--- src/rtl/gray_step_tracker_pkg.sv ---
// Shared types and constants for the Gray-coded position step tracker.
// Holds the tracker state encoding, field widths and the step-delta helper.
package gray_step_tracker_pkg;

    localparam int GRAY_W    = 4;
    localparam int ERR_CNT_W = 4;

    localparam logic [ERR_CNT_W-1:0] ERR_CNT_MAX = '1;

    typedef enum logic [1:0] {
        UNLOCKED = 2'd0,
        TRACK    = 2'd1,
        FAULT    = 2'd2
    } state_e;

    // Modular distance from the previous binary position to the new one.
    function automatic logic [GRAY_W-1:0] step_delta(
        input logic [GRAY_W-1:0] cur_b,
        input logic [GRAY_W-1:0] prev_b
    );
        return cur_b - prev_b;
    endfunction

endpackage

--- src/rtl/gray_step_tracker_gray2bin4bit.sv ---
// Combinational 4-bit Gray-to-binary converter.
// Each binary bit is the XOR of all Gray bits at or above its position.
module gray2bin4bit
    import gray_step_tracker_pkg::*;
(
    input  logic [GRAY_W-1:0] gin,
    output logic [GRAY_W-1:0] bout
);

    assign bout[GRAY_W-1] = gin[GRAY_W-1];

    generate
        for (genvar gi = GRAY_W - 2; gi >= 0; gi--) begin : g_bit
            assign bout[gi] = bout[gi+1] ^ gin[gi];
        end
    endgenerate

endmodule

--- src/rtl/gray_step_tracker.sv ---
// Tracks a 4-bit Gray-coded position stream, accumulating single steps into pos
// and flagging illegal multi-bit jumps; all outputs come straight from flops.
module gray_step_tracker
    import gray_step_tracker_pkg::*;
#(
    parameter int POS_W = 8
) (
    input  logic                 clk,
    input  logic                 rst,
    input  logic                 gin_valid,
    input  logic [GRAY_W-1:0]    gin,
    input  logic                 pos_clr,
    output logic [POS_W-1:0]     pos,
    output logic                 step,
    output logic                 dir,
    output logic                 err,
    output logic [ERR_CNT_W-1:0] err_cnt,
    output logic                 locked
);

    state_e               state_q,   state_d;
    logic [GRAY_W-1:0]    prev_b_q,  prev_b_d;
    logic [POS_W-1:0]     pos_q,     pos_d;
    logic                 step_q,    step_d;
    logic                 dir_q,     dir_d;
    logic                 err_q,     err_d;
    logic [ERR_CNT_W-1:0] err_cnt_q, err_cnt_d;
    logic                 locked_q,  locked_d;

    logic [GRAY_W-1:0]    bin;
    logic [GRAY_W-1:0]    delta;

    gray2bin4bit u_gray2bin (
        .gin  (gin),
        .bout (bin)
    );

    assign delta = step_delta(bin, prev_b_q);

    always_comb begin
        state_d   = state_q;
        prev_b_d  = prev_b_q;
        pos_d     = pos_q;
        step_d    = 1'b0;
        dir_d     = dir_q;
        err_d     = 1'b0;
        err_cnt_d = err_cnt_q;

        if (gin_valid) begin
            prev_b_d = bin;
            case (state_q)
                TRACK: begin
                    if (delta == GRAY_W'(1)) begin
                        pos_d  = pos_q + POS_W'(1);
                        step_d = 1'b1;
                        dir_d  = 1'b1;
                    end else if (delta == {GRAY_W{1'b1}}) begin
                        pos_d  = pos_q - POS_W'(1);
                        step_d = 1'b1;
                        dir_d  = 1'b0;
                    end else if (delta != '0) begin
                        err_d   = 1'b1;
                        state_d = FAULT;
                        if (err_cnt_q != ERR_CNT_MAX) begin
                            err_cnt_d = err_cnt_q + ERR_CNT_W'(1);
                        end
                    end
                end
                default: begin
                    // First sample after reset or a fault only establishes the reference.
                    state_d = TRACK;
                end
            endcase
        end

        if (pos_clr) begin
            pos_d = '0;
        end

        locked_d = (state_d == TRACK);
    end

    always_ff @(posedge clk) begin
        if (rst) begin
            state_q   <= UNLOCKED;
            prev_b_q  <= '0;
            pos_q     <= '0;
            step_q    <= 1'b0;
            dir_q     <= 1'b0;
            err_q     <= 1'b0;
            err_cnt_q <= '0;
            locked_q  <= 1'b0;
        end else begin
            state_q   <= state_d;
            prev_b_q  <= prev_b_d;
            pos_q     <= pos_d;
            step_q    <= step_d;
            dir_q     <= dir_d;
            err_q     <= err_d;
            err_cnt_q <= err_cnt_d;
            locked_q  <= locked_d;
        end
    end

    assign pos     = pos_q;
    assign step    = step_q;
    assign dir     = dir_q;
    assign err     = err_q;
    assign err_cnt = err_cnt_q;
    assign locked  = locked_q;

endmodule

--- config.mk ---
export PLATFORM = sky130hd
export DESIGN_NAME = gray_step_tracker
export DESIGN_NICKNAME = d
export VERILOG_FILES = /design/src/rtl/gray_step_tracker_pkg.sv /design/src/rtl/gray_step_tracker_gray2bin4bit.sv /design/src/rtl/gray_step_tracker.sv
export SDC_FILE = /design/constraint.sdc
export NUM_CORES = 1
export LEC_CHECK = 0
export CORE_MARGIN = 4
export CORE_UTILIZATION = 47
export CTS_CLUSTER_SIZE = 30
export DETAILED_ROUTE_END_ITERATION = 8
export GPL_ROUTABILITY_DRIVEN = 0
export GPL_TIMING_DRIVEN = 0
export PLACE_DENSITY_LB_ADDON = 0.15
export SLEW_MARGIN = 5
export SYNTH_ARGS = -nofsm -noshare
export SYNTH_HDL_FRONTEND = slang
export SYNTH_SLANG_ARGS = --single-unit
--- constraint.sdc ---
create_clock -name clk -period 4.4 [get_ports clk]
set_clock_uncertainty 0.05 [all_clocks]
set_input_delay 0.88 -clock clk [delete_from_list [all_inputs] [get_ports clk]]
set_output_delay 0.88 -clock clk [all_outputs]
set_load 0.02 [all_outputs]
# Yosys cells after proc, flatten, opt, wreduce, memory -nomap -nowiden
# Index checks and enable logic that the tools add are counted.
# Widths: inputs -> output; s select.
[word_totals]
reg_bits = 22
input_bits = 8
wordCells = 43
output_inout_bits = 16
[op_classes]
reduce_logical = 7
eq_ne = 5
muxes = 12
bitwise = 7
addsub = 4
[ops]
columns = ["operator", "n"]
rows = [
  ["$mux 8", 2],
  ["$mux 2", 5],
  ["$add 8x1->8 const B", 1],
  ["$sub 8x1->8 const B", 1],
  ["$reduce_and 6->1", 1],
  ["$mux 1", 5],
  ["$reduce_or 5->1", 1],
  ["$add 4x1->4 const B", 1],
  ["$eq 2x1->1 const B", 2],
  ["$eq 4x1->1 const B", 1],
  ["$eq 4x4->1 const B", 1],
  ["$ne 4x4->1 const B", 1],
  ["$not 1->1", 4],
  ["$reduce_bool 4->1", 1],
  ["$sub 4x4->4", 1],
  ["$reduce_and 3->1", 1],
  ["$reduce_or 3->1", 1],
  ["$xor 1x1->1", 3],
  ["$reduce_bool 2->1", 1],
  ["$reduce_or 2->1", 1],
]

# Longest topological paths before layout
# Gate-level depths: netlist (run 1).
[logic_depth]
word_depth = 11
ltp_mapped = 17
mapped_depth_nobuf = 16

# By module
# Synthesis (run 1) repeated with hierarchy kept, for this count alone.
[unflattened]
hier_cells = 169
area_unflattened_um2 = 1393.8
[by_module_without_submodules]
columns = ["mod", "area_per_inst_um2", "n_inst", "cells_per_inst"]
rows = [
  ["gray_step_tracker", 1343.8, 1, 164],
  ["gray2bin4bit", 50.0, 1, 5],
]

# Least setup slack after synthesis (run 1)
# OpenSTA, ideal clock, no wires.
[synth_path]
kind = "input port to flip-flop"
startpoint = "in gin[3]"
endpoint = "reg pos_q[6] (netlist: pos[6])"
required_ps = 4275
stages = 16
n_path_buf = 1
setup_slack_ps = -201
arrival_ps = 4476
setup_time_ps = 75
cell_sequence = "xnor2_1 xnor2_1 xnor2_1 ha_1 inv_1 fa_1 nor3_1 or3b_2 clkbuf_1 xor2_1 ha_1 or3_1 o31ai_1 a311o_1 mux2_2 o22ai_1"
[synth_between]
elab_chain_len = 7
elab_cells_between_ends = 9
cone_classes = "add/sub: 1; eq/ne: 2; mux: 1; bitwise: 3; reduce/logical: 2"
[synth_rtl]
columns = ["item", "line_no", "source"]
rows = [
  ["start, declared", "gray_step_tracker.sv:11", "input logic [GRAY_W-1:0] gin,"],
  ["$xor 1x1->1 (*) (2 in series)", "gray_step_tracker_gray2bin4bit.sv:14", "assign bout[gi] = bout[gi+1] ^ gin[gi];"],
  ["net bin[1]", "gray_step_tracker.sv:30", "logic [GRAY_W-1:0] bin;"],
  ["$xor 1x1->1", "gray_step_tracker_gray2bin4bit.sv:14", ""],
  ["$sub 4x4->4 (*)", "gray_step_tracker_pkg.sv:21", "return cur_b - prev_b;"],
  ["$eq 4x1->1 or $eq 4x4->1 (tied branches)", "gray_step_tracker.sv:53, gray_step_tracker.sv:57", ""],
  ["$reduce_bool 2->1 (no source line)", "n/a", ""],
  ["$reduce_and 3->1 (no source line)", "n/a", ""],
  ["end signal, assigned", "gray_step_tracker.sv:96", "pos_q <= pos_d;"],
  ["end, declared", "gray_step_tracker.sv:23", "logic [POS_W-1:0] pos_q, pos_d;"],
]
# Mark *: on every way through the listed nets, which the timed path passes. The rest lies on a longest branch.
# A chain may end at the register's enable or synchronous reset.

# Worst setup path after layout (run 1)
[layout_path]
startpoint = "in gin[2]"
endpoint = "reg pos_q[4] (netlist: pos[4])"
# Same word-level chain as after synthesis.

==> impl_metrics.env, run 1 <==
export IMPL_status="finished clean"
export IMPL_startpoint_type="primary input"
export IMPL_ff2ff_path_depth=12
export IMPL_antenna_cells=0
export IMPL_ioPinCount=24
export IMPL_ir_drop_mv=0.212
export IMPL_grt_pass1_vias=1183
export IMPL_final_common_cell="dfxtp_1"
export IMPL_drt_first_iter_violations=53
export IMPL_final_max_slew_viol_count=0
export IMPL_fmax_mhz=235
export IMPL_drt_total_wl_um=2930
export IMPL_cp_data_arrival_time_ps=4450
export IMPL_dieWidth_um=61.6
export IMPL_r2r_start="prev_b_q[0]$_SDFFE_PP0P_"
export IMPL_criticalPathCategory="in2reg"
export IMPL_die_h_um=61.6
export IMPL_nFillCells=250
export IMPL_p_per_area_nw_per_um2=292
export IMPL_wl_per_cell_um=13.1
export IMPL_die_area_sq_um=3790
export IMPL_root_buffer="clkbuf_4"
export IMPL_via_per_inst=5.59
export IMPL_cts_htree_levels=1
export IMPL_async_flop_share=0
export IMPL_setup_viol_count_final=0
export IMPL_grt_pass1_wl_um=5110
export IMPL_holdPathEnd="prev_b_q[2]$_SDFFE_PP0P_"
export IMPL_yosysTopAreaCellShare=0.326
export IMPL_synth_area_per_cell_sq_um=8.54
export IMPL_firstDrtPassIters=4
export IMPL_max_slew_margin=0.621
export IMPL_synth_ff_latch_count=22
export IMPL_yosysSeqAreaShare=0.326
export IMPL_core_area_sq_um=2760
export IMPL_reg2reg_to="pos[4]$_SDFFE_PP0P_"
export IMPL_io_buffers=22
export IMPL_cp_max_fo=7
export IMPL_finalHoldViolCount=0
export IMPL_synth_edf_count=0
export IMPL_clock_sinks=22
export IMPL_cp_required_ps=4590
export IMPL_p_total_w=0.000526
export IMPL_yosys_area_top_type="dfxtp_1"
export IMPL_final_nets=211
export IMPL_grtUsageTotal=0.180
export IMPL_cts_tree="done"
export IMPL_place_inst=211
export IMPL_route_detailed_drc=0
export IMPL_max_stage_delay_ps=460
export IMPL_cp_slowest_cell="fa_2"
export IMPL_hp_class="reg2reg"
export IMPL_netlist_top_cells_area="dfxtp_1, ha_1, mux2i_1"
export IMPL_synth_ff_type="dfxtp_1"
export IMPL_synth_fp_nets=176
export IMPL_critPathCaptureType="flop"
export IMPL_final_cell_mix="dfxtp_1, clkdlybuf4s50_1, nor2_1"
export IMPL_synth_cell_type_count=43
export IMPL_clockBufferDepth=2
export IMPL_clk_pin_slew_ps=130
export IMPL_cap_violations=0
export IMPL_dp_hpwl_um=2200
export IMPL_holdPathStages=2
export IMPL_final_cells=223
export IMPL_synthCells=158
export IMPL_syn_area_sq_um=1350
export IMPL_ant_nets=0
export IMPL_num_rows=19
export IMPL_cts_buffers=3
export IMPL_critical_path_top_delay_family="simple AND/OR/NAND/NOR gates"
export IMPL_p_leak_nw=0.735
export IMPL_worstHoldStart="prev_b_q[2]$_SDFFE_PP0P_"
export IMPL_grt_max_degree=13
export IMPL_gr_total_overflow=0
export IMPL_area_growth_syn_to_layout_pct=33.3
export IMPL_antenna_found_initial=0
export IMPL_drive_gt1_frac=0.203
export IMPL_cp_buffers_inverters=2
export IMPL_start_util=0.490
export IMPL_layout_min_cycle_time_ps=4260
export IMPL_critical_path_cell_chain="dlygate4sd2_1 > xnor2_4 > xnor2_4 > xnor2_2 > ha_2 > inv_1 > fa_2 > nor3_2 > or3b_4 > xor2_1 > ha_2 > or3_1 > o31ai_2 > a311o_1 > mux2_2 > o22ai_2"
export IMPL_worstMarginPinSlew_ps=564
export IMPL_ff2ff_setup_slack_ps=1170
export IMPL_worst_skew_pair_late_latency_ps=310
export IMPL_vias=1246
export IMPL_yosys_warnings=0
export IMPL_min_period_over_period=0.968
[metrics by stage]
step                       util  setup WS, ps  setup TNS (ps)  instance area (sq um)  hold slack, ps
after CTS                 0.636          5.99               0                   1750             447
after global placement    0.596          -822           -3580                   1640             415
final                     0.652           140               0                   1800             446
after global routing      0.652         -4.19           -4.19                   1800             503
after floorplan               -         -5.77           -5.77                   1380             410
after detailed placement  0.596          -905           -4060                   1640             430
[metal layers]
metal	GRT usage	wire length, um	vias to the layer above
li1	-	-	635
met1	0.211	1280	578
met2	0.323	1500	27
met3	0.0335	111	6
met4	0.0636	46	0
met5	0	0	-
[worst min-delay path: stages (launching register included)]
cell and delay (ps):
dfxtp_1 330, nor2_1 80, a211oi_1 50
[logic make-up (layout without fill, tap and decap cells)]
| logic type | Yosys count | count (layout) | synth area share |
|---|---|---|---|
| flops | 22 | 22 | 0.326 |
| fa+ha+maj | 10 | 10 | 0.0982 |
| mux | 10 | 10 | 0.0769 |
| buf+inv | 15 | 49 | 0.0417 |
| compound gates | 34 | 34 | 0.170 |
| xor+xnor | 8 | 8 | 0.0519 |
| simple gates | 59 | 59 | 0.235 |
[final cells by class]
type | instances | area, sq um | area share
buffer | 4 | 15.0 | 0.00834
clock buffer | 4 | 36.3 | 0.0202
inverter | 10 | 37.5 | 0.0209
multi-input combinational | 121 | 945 | 0.525
sequential | 22 | 440 | 0.245
tap | 31 | 38.8 | 0.0216
timing repair buffer | 31 | 287 | 0.159
[synthesized netlist by cell type (2+ instances only)]
cell type / count
clkbuf_1: 4
o21ai_0: 4
nor2_1: 18
a311o_1: 2
o211ai_1: 2
a21o_1: 2
or3_1: 5
inv_1: 10
ha_1: 9
mux2_2: 3
dfxtp_1: 22
and2_1: 3
o22ai_1: 2
or4_1: 2
xor2_1: 2
nand2_1: 8
nor2b_1: 4
a211oi_1: 2
a21oi_1: 13
xnor2_1: 6
mux2i_1: 7
nand3_1: 5
nor3_1: 3
[power breakdown]
| part | internal (W) | total (W) | switching (W) |
|---|---|---|---|
| combinational | 0.0000927 | 0.000198 | 0.000106 |
| sequential | 0.000209 | 0.000214 | 0.00000539 |
| clock | 0.0000505 | 0.000113 | 0.0000628 |
| total | 0.000352 | 0.000526 | 0.000174 |
[worst max path at each step]
stage,startpoint,to,cells after the start
floorplan,gin[3],pos[6]$_SDFFE_PP0P_,16
global placement,gin[3],pos[6]$_SDFFE_PP0P_,17
detailed placement,gin[3],pos[6]$_SDFFE_PP0P_,18
CTS,gin[2],pos[6]$_SDFFE_PP0P_,17
global route,gin[2],pos[4]$_SDFFE_PP0P_,17
finish,gin[2],pos[4]$_SDFFE_PP0P_,16
[registers in the layout (all words and copies together) (netlist names)]
register  count
pos           8
err_cnt       4
prev_b_q      4
state_q       2
dir           1
err           1
locked        1
step          1
[timing repair]
action	CTS	global route
resized for setup	12	6
buffers inserted	6	3
hold buffers	0	0
cloned	0	0
pin swaps	7	5
setup endpoints to repair	5	4
Power figures use the tool's default switching activity.
==> run 2, diff against run 1 <==
--- a/config.mk
+++ b/config.mk
@@ -16,3 +16,4 @@
 export SYNTH_ARGS = -nofsm -noshare
 export SYNTH_HDL_FRONTEND = slang
 export SYNTH_SLANG_ARGS = --single-unit
+export TNS_END_PERCENT = 10
==> run 2 against run 1 <==
Register-to-register slack worse by 50 ps. Routed wire length decreased by 0.14%. Flip-flop and latch count unchanged. Hold slack worse by 1.9 ps. Total power grew 11%. Fmax shrank 0.41%. Die area is the same. Sequential share of layout area fell by 0.37 points. Global-route usage is 1.1 points lower. Clock power is 42% higher. Non-clock buffer count did not move. Cell count unchanged. Critical endpoint is now pos[6]$_SDFFE_PP0P_. Highest routed layer unchanged.
==> impl_metrics.env, run 2 (synthesis results as in run 1) <==
export IMPL_cts_tree="done"
export IMPL_area_growth_syn_to_layout_pct=35.3
export IMPL_switching_power_w=0.000183
export IMPL_worstMarginPinSlew_ps=546
export IMPL_core_area_sq_um=2760
export IMPL_antenna_cells=0
export IMPL_ioPinCount=24
export IMPL_p_per_area_nw_per_um2=319
export IMPL_start_util=0.490
export IMPL_vias=1229
export IMPL_grtUsageTotal=0.168
export IMPL_die_area_sq_um=3790
export IMPL_final_common_cell="dfxtp_1"
export IMPL_cts_buffers=3
export IMPL_criticalPathCategory="in2reg"
export IMPL_final_nets=211
export IMPL_min_period_over_period=0.972
export IMPL_hold_buffers=0
export IMPL_grt_pass1_wl_um=4760
export IMPL_drt_first_iter_violations=52
export IMPL_sw_frac_of_total=0.314
export IMPL_largest_register_ffs=8
export IMPL_cp_max_fo=8
export IMPL_dp_hpwl_um=2170
export IMPL_rsz0062_at_grt="true"
export IMPL_final_cell_mix="dfxtp_1, clkdlybuf4s50_1, nor2_1"
export IMPL_status="finished clean"
export IMPL_antenna_found_initial=0
export IMPL_dieWidth_um=61.6
export IMPL_hp_class="reg2reg"
export IMPL_final_max_slew_viol_count=0
export IMPL_crit_top_cell="xnor2_2"
export IMPL_via_per_inst=5.51
export IMPL_die_h_um=61.6
export IMPL_pwr_share_seq=0.368
export IMPL_critical_path_cell_chain="dlygate4sd2_1 > xnor2_2 > xnor2_2 > xnor2_2 > ha_2 > inv_1 > fa_2 > xor2_4 > nor3_2 > or3b_4 > xor2_1 > ha_2 > or3_1 > o31ai_2 > a311o_1 > mux2_4 > o22ai_2"
export IMPL_firstDrtPassIters=4
export IMPL_cp_data_arrival_time_ps=4490
export IMPL_cts_htree_levels=1
export IMPL_p_total_w=0.000582
export IMPL_p_leak_nw=0.766
export IMPL_io_buffers=22
export IMPL_route_detailed_drc=0
export IMPL_fmax_mhz=234
export IMPL_drive_gt1_frac=0.214
export IMPL_finalHoldViolCount=0
export IMPL_cp_buffers_inverters=2
export IMPL_startpoint_type="primary input"
export IMPL_grt_max_degree=14
export IMPL_critical_path_top_delay_family="simple AND/OR/NAND/NOR gates"
export IMPL_cp_slowest_cell="or3b_4"
export IMPL_max_slew_margin=0.636
export IMPL_ir_drop_mv=0.303
export IMPL_grt_pass1_vias=1139
export IMPL_cp_required_ps=4610
export IMPL_place_inst=211
export IMPL_internal_power_w=0.000400
export IMPL_drt_total_wl_um=2930
export IMPL_clkPwrFrac=0.275
export IMPL_clock_sinks=22
export IMPL_gr_total_overflow=0
export IMPL_clockBufferDepth=2
export IMPL_holdWs_ps=444
export IMPL_max_stage_delay_ps=470
export IMPL_comb_power_share=0.357
export IMPL_setup_viol_count_final=0
export IMPL_final_cells=223
export IMPL_layout_min_cycle_time_ps=4280
export IMPL_wl_per_cell_um=13.1
export IMPL_root_buffer="clkbuf_4"
export IMPL_critPathCaptureType="flop"
export IMPL_ant_nets=0
export IMPL_num_rows=19
export IMPL_worst_skew_pair_late_latency_ps=320
export IMPL_clk_pin_slew_ps=130
export IMPL_cap_violations=0
==> run 2: changes by cell type in the layout (fill, tap and decap cells not counted), moves of 2 or more <==
cell	before	now
mux2_2	3	1
mux2_4	0	2
xnor2_2	1	3
xnor2_4	2	0
==> run 2: metal layers <==
metal  up-vias  GRT usage  part of all wire
met5         -          0                 0
met4         0     0.0606             0.013
met2        21      0.283              0.48
met1       569      0.209              0.46
met3         5     0.0398             0.038
li1        634          -                 -
==> run 2: through the flow <==
stage | util | setup TNS [ps] | setup slack (ps) | area, sq um
2_1_floorplan | - | -73.4 | -32.4 | 1370
3_3_place_gp | 0.590 | -3510 | -843 | 1630
3_5_place_dp | 0.590 | -4130 | -952 | 1630
4_1_cts | 0.632 | 0 | 49.3 | 1740
5_1_grt | 0.662 | -34.6 | -19.6 | 1830
6_report | 0.662 | 0 | 123 | 1830
==> run 2: power groups by stage <==
stage               Sequential (W)  Clock, W  Combinational, W
finish                    0.000214  0.000160          0.000208
global route              0.000216  0.000172          0.000228
CTS                       0.000214  0.000164          0.000188
detailed placement        0.000218         0          0.000168
global placement          0.000218         0          0.000162
floorplan                 0.000223         0          0.000122
==> run 2: cell type report <==
| class | instances | area (sq um) |
|---|---|---|
| multi-input combinational | 121 | 958 |
| fill | 237 | 931 |
| sequential | 22 | 440 |
| timing repair buffer | 31 | 284 |
| tap | 31 | 38.8 |
| inverter | 10 | 37.5 |
| clock inverter | 1 | 30.0 |
| clock buffer | 3 | 22.5 |
| buffer | 4 | 15.0 |
==> run 2: worst paths after layout <==
| check | endpoint | slack [ps] | cells after the start | startpoint |
|---|---|---|---|---|
| worst max-delay path | pos[6]$_SDFFE_PP0P_ | 120 | 17 | gin[2] |
| worst max register to register | pos[6]$_SDFFE_PP0P_ | 1120 | 13 | prev_b_q[0]$_SDFFE_PP0P_ |
| worst min register to register | prev_b_q[2]$_SDFFE_PP0P_ | 440 | 2 | prev_b_q[2]$_SDFFE_PP0P_ |
| worst min-delay path | prev_b_q[2]$_SDFFE_PP0P_ | 440 | 2 | prev_b_q[2]$_SDFFE_PP0P_ |
==> run 2: repair_timing <==
| item | 4_1_cts | 5_1_grt |
|---|---|---|
| setup buffers | 5 | 4 |
| pin swaps | 6 | 10 |
| endpoints found under the setup margin | 5 | 3 |
| resized for setup | 10 | 13 |
==> run 2: worst reg2reg max path: stages, from the launching register on <==
cell	delay (ps)
dfxtp_1	360
ha_2	180
inv_1	60
fa_2	380
xor2_4	180
nor3_2	180
or3b_4	470
xor2_1	170
ha_2	190
or3_1	320
o31ai_2	80
a311o_1	200
mux2_4	320
o22ai_2	100
